## config.mk

```make
export PLATFORM = sky130hd
export DESIGN_NAME = fsb_node_trace_replay
export DESIGN_NICKNAME = d
export VERILOG_FILES = /design/src/rtl/fsb_node_trace_replay.sv
export SDC_FILE = /design/constraint.sdc
export NUM_CORES = 1
export LEC_CHECK = 0
export CAP_MARGIN = 0
export CORE_AREA = 3 3 106 108
export CTS_CLUSTER_SIZE = 24
export DETAILED_ROUTE_END_ITERATION = 8
export DIE_AREA = 0 0 109 111
export GPL_ROUTABILITY_DRIVEN = 0
export PLACE_DENSITY = 0.72
export SYNTH_ARGS = -nofsm -noshare
export SYNTH_HDL_FRONTEND = slang
export SYNTH_SLANG_ARGS = --single-unit
```

## constraint.sdc

```tcl
create_clock -name clk_i -period 1.75 [get_ports clk_i]
set_input_delay 0.2625 -clock clk_i [delete_from_list [all_inputs] [get_ports clk_i]]
set_output_delay 0.2625 -clock clk_i [all_outputs]
set_load 0.05 [all_outputs]
```

## src/rtl/fsb_node_trace_replay.sv

```systemverilog
// Replays a ROM trace: SEND/RECV entries complete in their handshake cycle, so they add no latency.
// Replay holds while en_i=0, yumi_i=0 or v_i=0. The optional cycle counter (ops 4/5) is enabled with FSB_TRACE_CYCLE_CTR_EN.
module fsb_node_trace_replay #(
   parameter int ring_width_p     = 80,
   parameter int rom_addr_width_p = 23,
   parameter int counter_width_p  = 32
) (
   input  logic                        clk_i,
   input  logic                        reset_i,
   input  logic                        en_i,
   input  logic                        v_i,
   input  logic [ring_width_p-1:0]     data_i,
   output logic                        ready_and_o,
   output logic                        v_o,
   output logic [ring_width_p-1:0]     data_o,
   input  logic                        yumi_i,
   output logic [rom_addr_width_p-1:0] rom_addr_o,
   input  logic [ring_width_p+3:0]     rom_data_i,
   output logic                        done_o,
   output logic                        error_o
);

   localparam logic [3:0] op_send     = 4'd0;
   localparam logic [3:0] op_recv     = 4'd1;
   localparam logic [3:0] op_done     = 4'd2;
   localparam logic [3:0] op_finish   = 4'd3;
   localparam logic [3:0] op_nop      = 4'd6;
`ifdef FSB_TRACE_CYCLE_CTR_EN
   localparam logic [3:0] op_ctr_init = 4'd4;
   localparam logic [3:0] op_ctr_wait = 4'd5;
`endif

   logic [3:0]                  op;
   logic [ring_width_p-1:0]     payload;
   logic [rom_addr_width_p-1:0] addr_q;
   logic                        done_q;
   logic                        error_q;
   logic                        advance;
   logic                        set_done;
   logic                        set_error;

   assign op      = rom_data_i[ring_width_p+3:ring_width_p];
   assign payload = rom_data_i[ring_width_p-1:0];

`ifdef FSB_TRACE_CYCLE_CTR_EN
   logic [counter_width_p-1:0] ctr_q;
   logic                       ctr_load;
   logic                       ctr_dec;
   logic                       ctr_zero;

   assign ctr_zero = (ctr_q == '0);
`endif

   always_comb begin
      v_o         = 1'b0;
      ready_and_o = 1'b0;
      advance     = 1'b0;
      set_done    = 1'b0;
      set_error   = 1'b0;
`ifdef FSB_TRACE_CYCLE_CTR_EN
      ctr_load    = 1'b0;
      ctr_dec     = 1'b0;
`endif
      if (en_i) begin
         case (op)
            op_send: begin
               v_o     = 1'b1;
               advance = yumi_i;
            end
            op_recv: begin
               ready_and_o = 1'b1;
               advance     = v_i;
               set_error   = v_i && (data_i != payload);
            end
            op_done, op_finish: begin
               set_done = 1'b1;
            end
`ifdef FSB_TRACE_CYCLE_CTR_EN
            op_ctr_init: begin
               ctr_load = 1'b1;
               advance  = 1'b1;
            end
            op_ctr_wait: begin
               ctr_dec = !ctr_zero;
               advance = ctr_zero;
            end
`endif
            op_nop: begin
               advance = 1'b1;
            end
            default: begin
               set_error = 1'b1;
            end
         endcase
      end
   end

   always_ff @(posedge clk_i or negedge reset_i) begin
      if (!reset_i) begin
         addr_q  <= '0;
         done_q  <= 1'b0;
         error_q <= 1'b0;
      end else begin
         if (advance)
            addr_q <= addr_q + 1'b1;
         if (set_done)
            done_q <= 1'b1;
         if (set_error)
            error_q <= 1'b1;
      end
   end

`ifdef FSB_TRACE_CYCLE_CTR_EN
   always_ff @(posedge clk_i or negedge reset_i) begin
      if (!reset_i)
         ctr_q <= '0;
      else if (ctr_load)
         ctr_q <= payload[counter_width_p-1:0];
      else if (ctr_dec)
         ctr_q <= ctr_q - 1'b1;
   end
`endif

   assign data_o     = payload;
   assign rom_addr_o = addr_q;
   assign done_o     = done_q;
   assign error_o    = error_q;

endmodule

```

==> impl_metrics.tcl, run 1 <==
set metrics [dict create \
    synth_area_sq_um 2640 \
    grt_overflow_total 0 \
    async_flop_share 1.00 \
    track_usage 0.205 \
    pin_count 276 \
    worstSkewPairLatency_ps 270 \
    layout.nets 743 \
    status "finished, final reports clean" \
    ant_nets 0 \
    grt_max_degree 26 \
    drt-wirelength-per-cell_um 18.1 \
    power_mw 2.95 \
    period_share 0.972 \
    htreeDepth 1 \
    hold_viol_final 0 \
    cp-start-kind "input port" \
    crit_path_max_fanout 6 \
    portBuffers 275 \
    drv_slew 0 \
    die_area_sq_um 12100 \
    rr_startpoint "rom_addr_o[6]" \
    required_ps 1910 \
    critical_path_class "input port to flop" \
    area_delta_synth_final_pct 146 \
    grt_pass1_vias 3423 \
    synth_area_leaders "dfrtp_1 24%, buf_4 23%, xor2_1 22%" \
    yosys_warnings 0 \
    cts_sinks 25 \
    relSlewSlack 0.763 \
    synth_top_area_frac 0.237 \
    ys_types 28 \
    fp-row-count 37 \
    cts_hold_buf 0 \
    viasPerCell 4.25 \
    worst_pin_slew_ps 352 \
    rsz0062_at_grt "true" \
    hold_path_class "input port to asynchronous set/reset pin" \
    num_vias 3013 \
    final.min_clock_period_ps 1700 \
    p_per_area_nw_per_um2 454 \
    final_cell_mix "161 x clkdlybuf4s50_1, 112 x buf_4, 82 x buf_12" \
    synthesis.instances 288 \
    end_kind "flop" \
    drive_above_1_share 0.385 \
    rr_endpoint "rom_addr_o[22]" \
    post-route-cell-area_sq_um 6510 \
    drc 0 \
    r2r_setup_slack_ps 90 \
    die_y_um 111 \
    ys_seq_area_frac 0.237 \
    root_buffer "clkbuf_8" \
    setup_viol 0 \
    max-vdd-ir-drop_mv 0.368 \
    initial_utilization 0.256 \
    fmax_mhz 588 \
    cts_buffers 3 \
    cts.clk_slew.worst_paths_ps 90 \
    grt_antenna_before_repair 1 \
    max_cap_viol_count 0 \
    r2r_cells 7 \
    first_iter_violations 71 \
    design.core.area_sq_um 10300 \
    first_pass_iters 4 \
    synth_edf_count 0 \
    wl_um 12800 \
    synthFlopType "dfrtp_1" \
    avgSynthCellArea_sq_um 9.17 \
    hpwl_um 11800 \
    final_common_cell "clkdlybuf4s50_1" \
    critPathArrivalTime_ps 1860 \
    die_x_um 109 \
    synth_seq_cells 25 \
    clock_skew_ps 1.49 \
    cts_tree "yes" \
    synth_top_area_cell "dfrtp_1" \
    leakage_nw 2.89 \
    grt_pass1_wl_um 19000 \
    syn-num-nets 458 \
    cts_buffer_depth 2 \
    placed_area_sq_um 6350 \
]
## report_power, final
| group | switching [mW] | internal (mW) |
|---|---|---|
| registers | 0.0454 | 0.625 |
| clock network | 0.188 | 0.161 |
| logic | 0.930 | 1.00 |
| total | 1.16 | 1.79 |
## stage by stage
stage / hold slack [ps] / utilization / worst slack [ps] / std cells / setup TNS, ps
2_1_floorplan: -33.1 / - / -102 / 288 / -584
3_3_place_gp: 448 / 0.615 / -312 / 698 / -3790
3_5_place_dp: 450 / 0.615 / -486 / 698 / -5170
4_1_cts: 362 / 0.622 / -5.01 / 703 / -5.01
5_1_grt: 380 / 0.630 / -4.11 / 709 / -7.23
6_report: 356 / 0.630 / 48.5 / 709 / 0
## how the worst max path moves through the flow
stage,slack [ps],from,end
floorplan,-100,rom_data_i[83],ready_and_o
global placement,-310,rom_data_i[35],error_o
detailed placement,-490,rom_data_i[16],error_o
CTS,-5,rom_data_i[46],error_o
global route,-4,rom_data_i[35],error_o
finish,50,yumi_i,rom_addr_o[13]
## state kept, by name, summed over array words and instances (netlist names)
register,cells
rom_addr_o,23
done_o,1
error_o,1
## synthesized netlist by cell type (2+ instances only)
cell,n
xor2_1,66
and4_1,2
xnor2_1,36
nand2_1,8
and3_1,5
buf_4,80
nor2_1,5
dfrtp_1,25
nand4_1,12
nand3_1,10
a21oi_1,3
clkbuf_1,2
nor4_1,19
## worst max-delay path, stage by stage
cell	delay [ps]
clkdlybuf4s50_1	480
mux2i_1	90
o31a_4	330
nor4b_4	240
buf_4	180
nand4_1	120
xnor2_1	160
## layout make-up
class	instances	area, sq um
well taps	136	170
clock buffers	3	41.3
repair buffers	362	4170
clock inverters	1	7.51
fillers	817	3820
flip-flops and latches	25	633
multi-input cells	181	1490
diodes	1	2.50
## per-layer routing
layer | share of wire | routed length, um | global-route usage
met1 | 0.33 | 4250 | 0.218
met2 | 0.56 | 7200 | 0.384
met4 | 0.025 | 314 | 0.0513
met5 | 0 | 0 | 0
met3 | 0.082 | 1050 | 0.0629
## logic make-up (layout without fill, tap and decap cells)
family,after synthesis,in the layout,synth area share
AO/OA/AOI/OAI,7,7,0.0194
XOR/XNOR,102,102,0.338
adder cells (fa/ha/maj),1,1,0.00474
buffers and inverters,82,366,0.230
flip-flops,25,25,0.237
multiplexers,2,2,0.00805
other,0,1,0
AND/OR/NAND/NOR,69,69,0.162
## what timing repair did
action,4_1_cts,5_1_grt
gates resized for setup,7,10
endpoints found under the setup margin,5,10
pin swaps,2,6
setup buffers,1,5
Power figures use the tool's default switching activity.
==> run 2: changes to the inputs <==
--- a/config.mk
+++ b/config.mk
@@ -6,12 +6,12 @@
 export NUM_CORES = 1
 export LEC_CHECK = 0
 export CAP_MARGIN = 0
-export CORE_AREA = 3 3 106 108
+export CORE_AREA = 3 3 107 109
 export CTS_CLUSTER_SIZE = 24
 export DETAILED_ROUTE_END_ITERATION = 8
-export DIE_AREA = 0 0 109 111
+export DIE_AREA = 0 0 110 112
 export GPL_ROUTABILITY_DRIVEN = 0
-export PLACE_DENSITY = 0.72
+export PLACE_DENSITY = 0.71
 export SYNTH_ARGS = -nofsm -noshare
 export SYNTH_HDL_FRONTEND = slang
 export SYNTH_SLANG_ARGS = --single-unit
==> constraint.sdc (replaced) <==
create_clock -name clk_i -period 2.2 [get_ports clk_i]
set_input_delay 0.33 -clock clk_i [delete_from_list [all_inputs] [get_ports clk_i]]
set_output_delay 0.33 -clock clk_i [all_outputs]
set_load 0.05 [all_outputs]
==> run 2 against run 1 <==
Critical endpoint is now ready_and_o. First-iteration DRC count is 30% lower. Global-route usage is 4.3 points lower. Routed wire length is 18% lower. Via count is 11% lower.
==> impl_metrics.tcl, run 2 (synthesis gave the netlist of run 1 again) <==
set metrics [dict create \
    grt_overflow_total 0 \
    cp-start-kind "input port" \
    layout.nets 666 \
    period_share 0.935 \
    grt_max_degree 26 \
    fp-row-count 38 \
    crit_path_max_fanout 8 \
    end_kind "output port" \
    track_usage 0.163 \
    cts_buffer_depth 2 \
    fmax_mhz 486 \
    cts.clk_slew.worst_paths_ps 90 \
    max_cap_viol_count 0 \
    largest_reg_flops 23 \
    grt_pass1_vias 2835 \
    viasPerCell 4.23 \
    setup_viol 0 \
    design.core.area_sq_um 10700 \
    die_y_um 112 \
    grt_pass1_wl_um 15500 \
    hold_path_class "input port to asynchronous set/reset pin" \
    drc 0 \
    grt_antenna_before_repair 0 \
    drt-wirelength-per-cell_um 16.5 \
    relSlewSlack 0.602 \
    antenna_cells 0 \
    cpPeakStageDelay_ps 440 \
    tns_ps 0 \
    cts_tree "yes" \
    p_per_area_nw_per_um2 405 \
    worst_pin_slew_ps 595 \
    hpwl_um 9550 \
    status "finished, final reports clean" \
    pin_count 276 \
    first_pass_iters 4 \
    die_x_um 110 \
    die_area_sq_um 12300 \
    drive_above_1_share 0.208 \
    worstSkewPairLatency_ps 260 \
    rsz0062_at_grt "false" \
    r2r_cells 5 \
    clock_skew_ps 4.58 \
    area_delta_synth_final_pct 86.6 \
    portBuffers 275 \
    critPathArrivalTime_ps 1730 \
    cts_sinks 25 \
    slowest_stage "clkdlybuf4s50_1" \
    wl_um 10500 \
    initial_utilization 0.247 \
    hold_viol_final 0 \
    root_buffer "clkbuf_8" \
    num_vias 2689 \
    ant_nets 0 \
    htreeDepth 1 \
    final_common_cell "clkdlybuf4s50_1" \
    critical_path_class "input port to output port" \
    final.min_clock_period_ps 2060 \
    max-vdd-ir-drop_mv 0.232 \
    final_cell_mix "192 x clkdlybuf4s50_1, 90 x buf_4, 66 x xor2_1" \
    path_cells "clkdlybuf4s50_1 > nand2b_1 > nor4b_2 > buf_12" \
    power_mw 1.99 \
    drv_slew 0 \
    first_iter_violations 50 \
    required_ps 1870 \
    leakage_nw 2.07 \
    cts_buffers 3 \
]
run 2: layout make-up:
type | instances | area, sq um
clock buffers | 4 | 45.0
flip-flops and latches | 25 | 626
fillers | 1035 | 5770
multi-input cells | 181 | 1430
repair buffers | 285 | 2660
well taps | 140 | 175
run 2: timing repair:
item	4_1_cts	5_1_grt
gates resized for setup	0	1
setup buffers	0	0
hold buffers	0	0
setup endpoints to repair	0	1
run 2: path summary, 6_finish.rpt:
| path | start | endpoint | slack [ps] |
|---|---|---|---|
| worst max-delay path | rom_data_i[83] | ready_and_o | 140 |
| worst min-delay path | reset_i | rom_addr_o[12] | 430 |
| worst max register to register | rom_addr_o[3] | rom_addr_o[13] | 410 |
| worst min register to register | done_o | done_o | 480 |
| max in group asynchronous | reset_i | done_o | 1530 |
| min in group clk_i | done_o | done_o | 480 |
run 2: worst max-delay path: cells and delay by family:
| kind | cells | cell delay, ps |
|---|---|---|
| simple gates | 2 | 770 |
| buf+inv | 2 | 630 |
run 2: power breakdown:
part / switching (mW) / internal, mW / total (mW)
clock network: 0.139 / 0.129 / 0.269
logic: 0.652 / 0.540 / 1.19
registers: 0.0417 / 0.492 / 0.534
run 2: per-stage QoR:
stage | std cells | area, sq um | hold slack [ps] | setup WS, ps | utilization
after floorplan | 288 | 2650 | 34.4 | 178 | -
after global placement | 631 | 4880 | 473 | -140 | 0.456
final | 635 | 4930 | 427 | 142 | 0.461
after global routing | 635 | 4930 | 465 | 67.0 | 0.461
after CTS | 635 | 4920 | 438 | 65.2 | 0.460
after detailed placement | 631 | 4880 | 457 | -215 | 0.456
run 2: routing by layer:
| metal | vias to the layer above | track usage | part of all wire |
|---|---|---|---|
| met2 | 109 | 0.288 | 0.53 |
| met3 | 4 | 0.0284 | 0.068 |
| met5 | - | 0 | 0 |
| li1 | 1313 | - | - |
| met4 | 0 | 0.0150 | 0.0025 |
| met1 | 1263 | 0.212 | 0.40 |
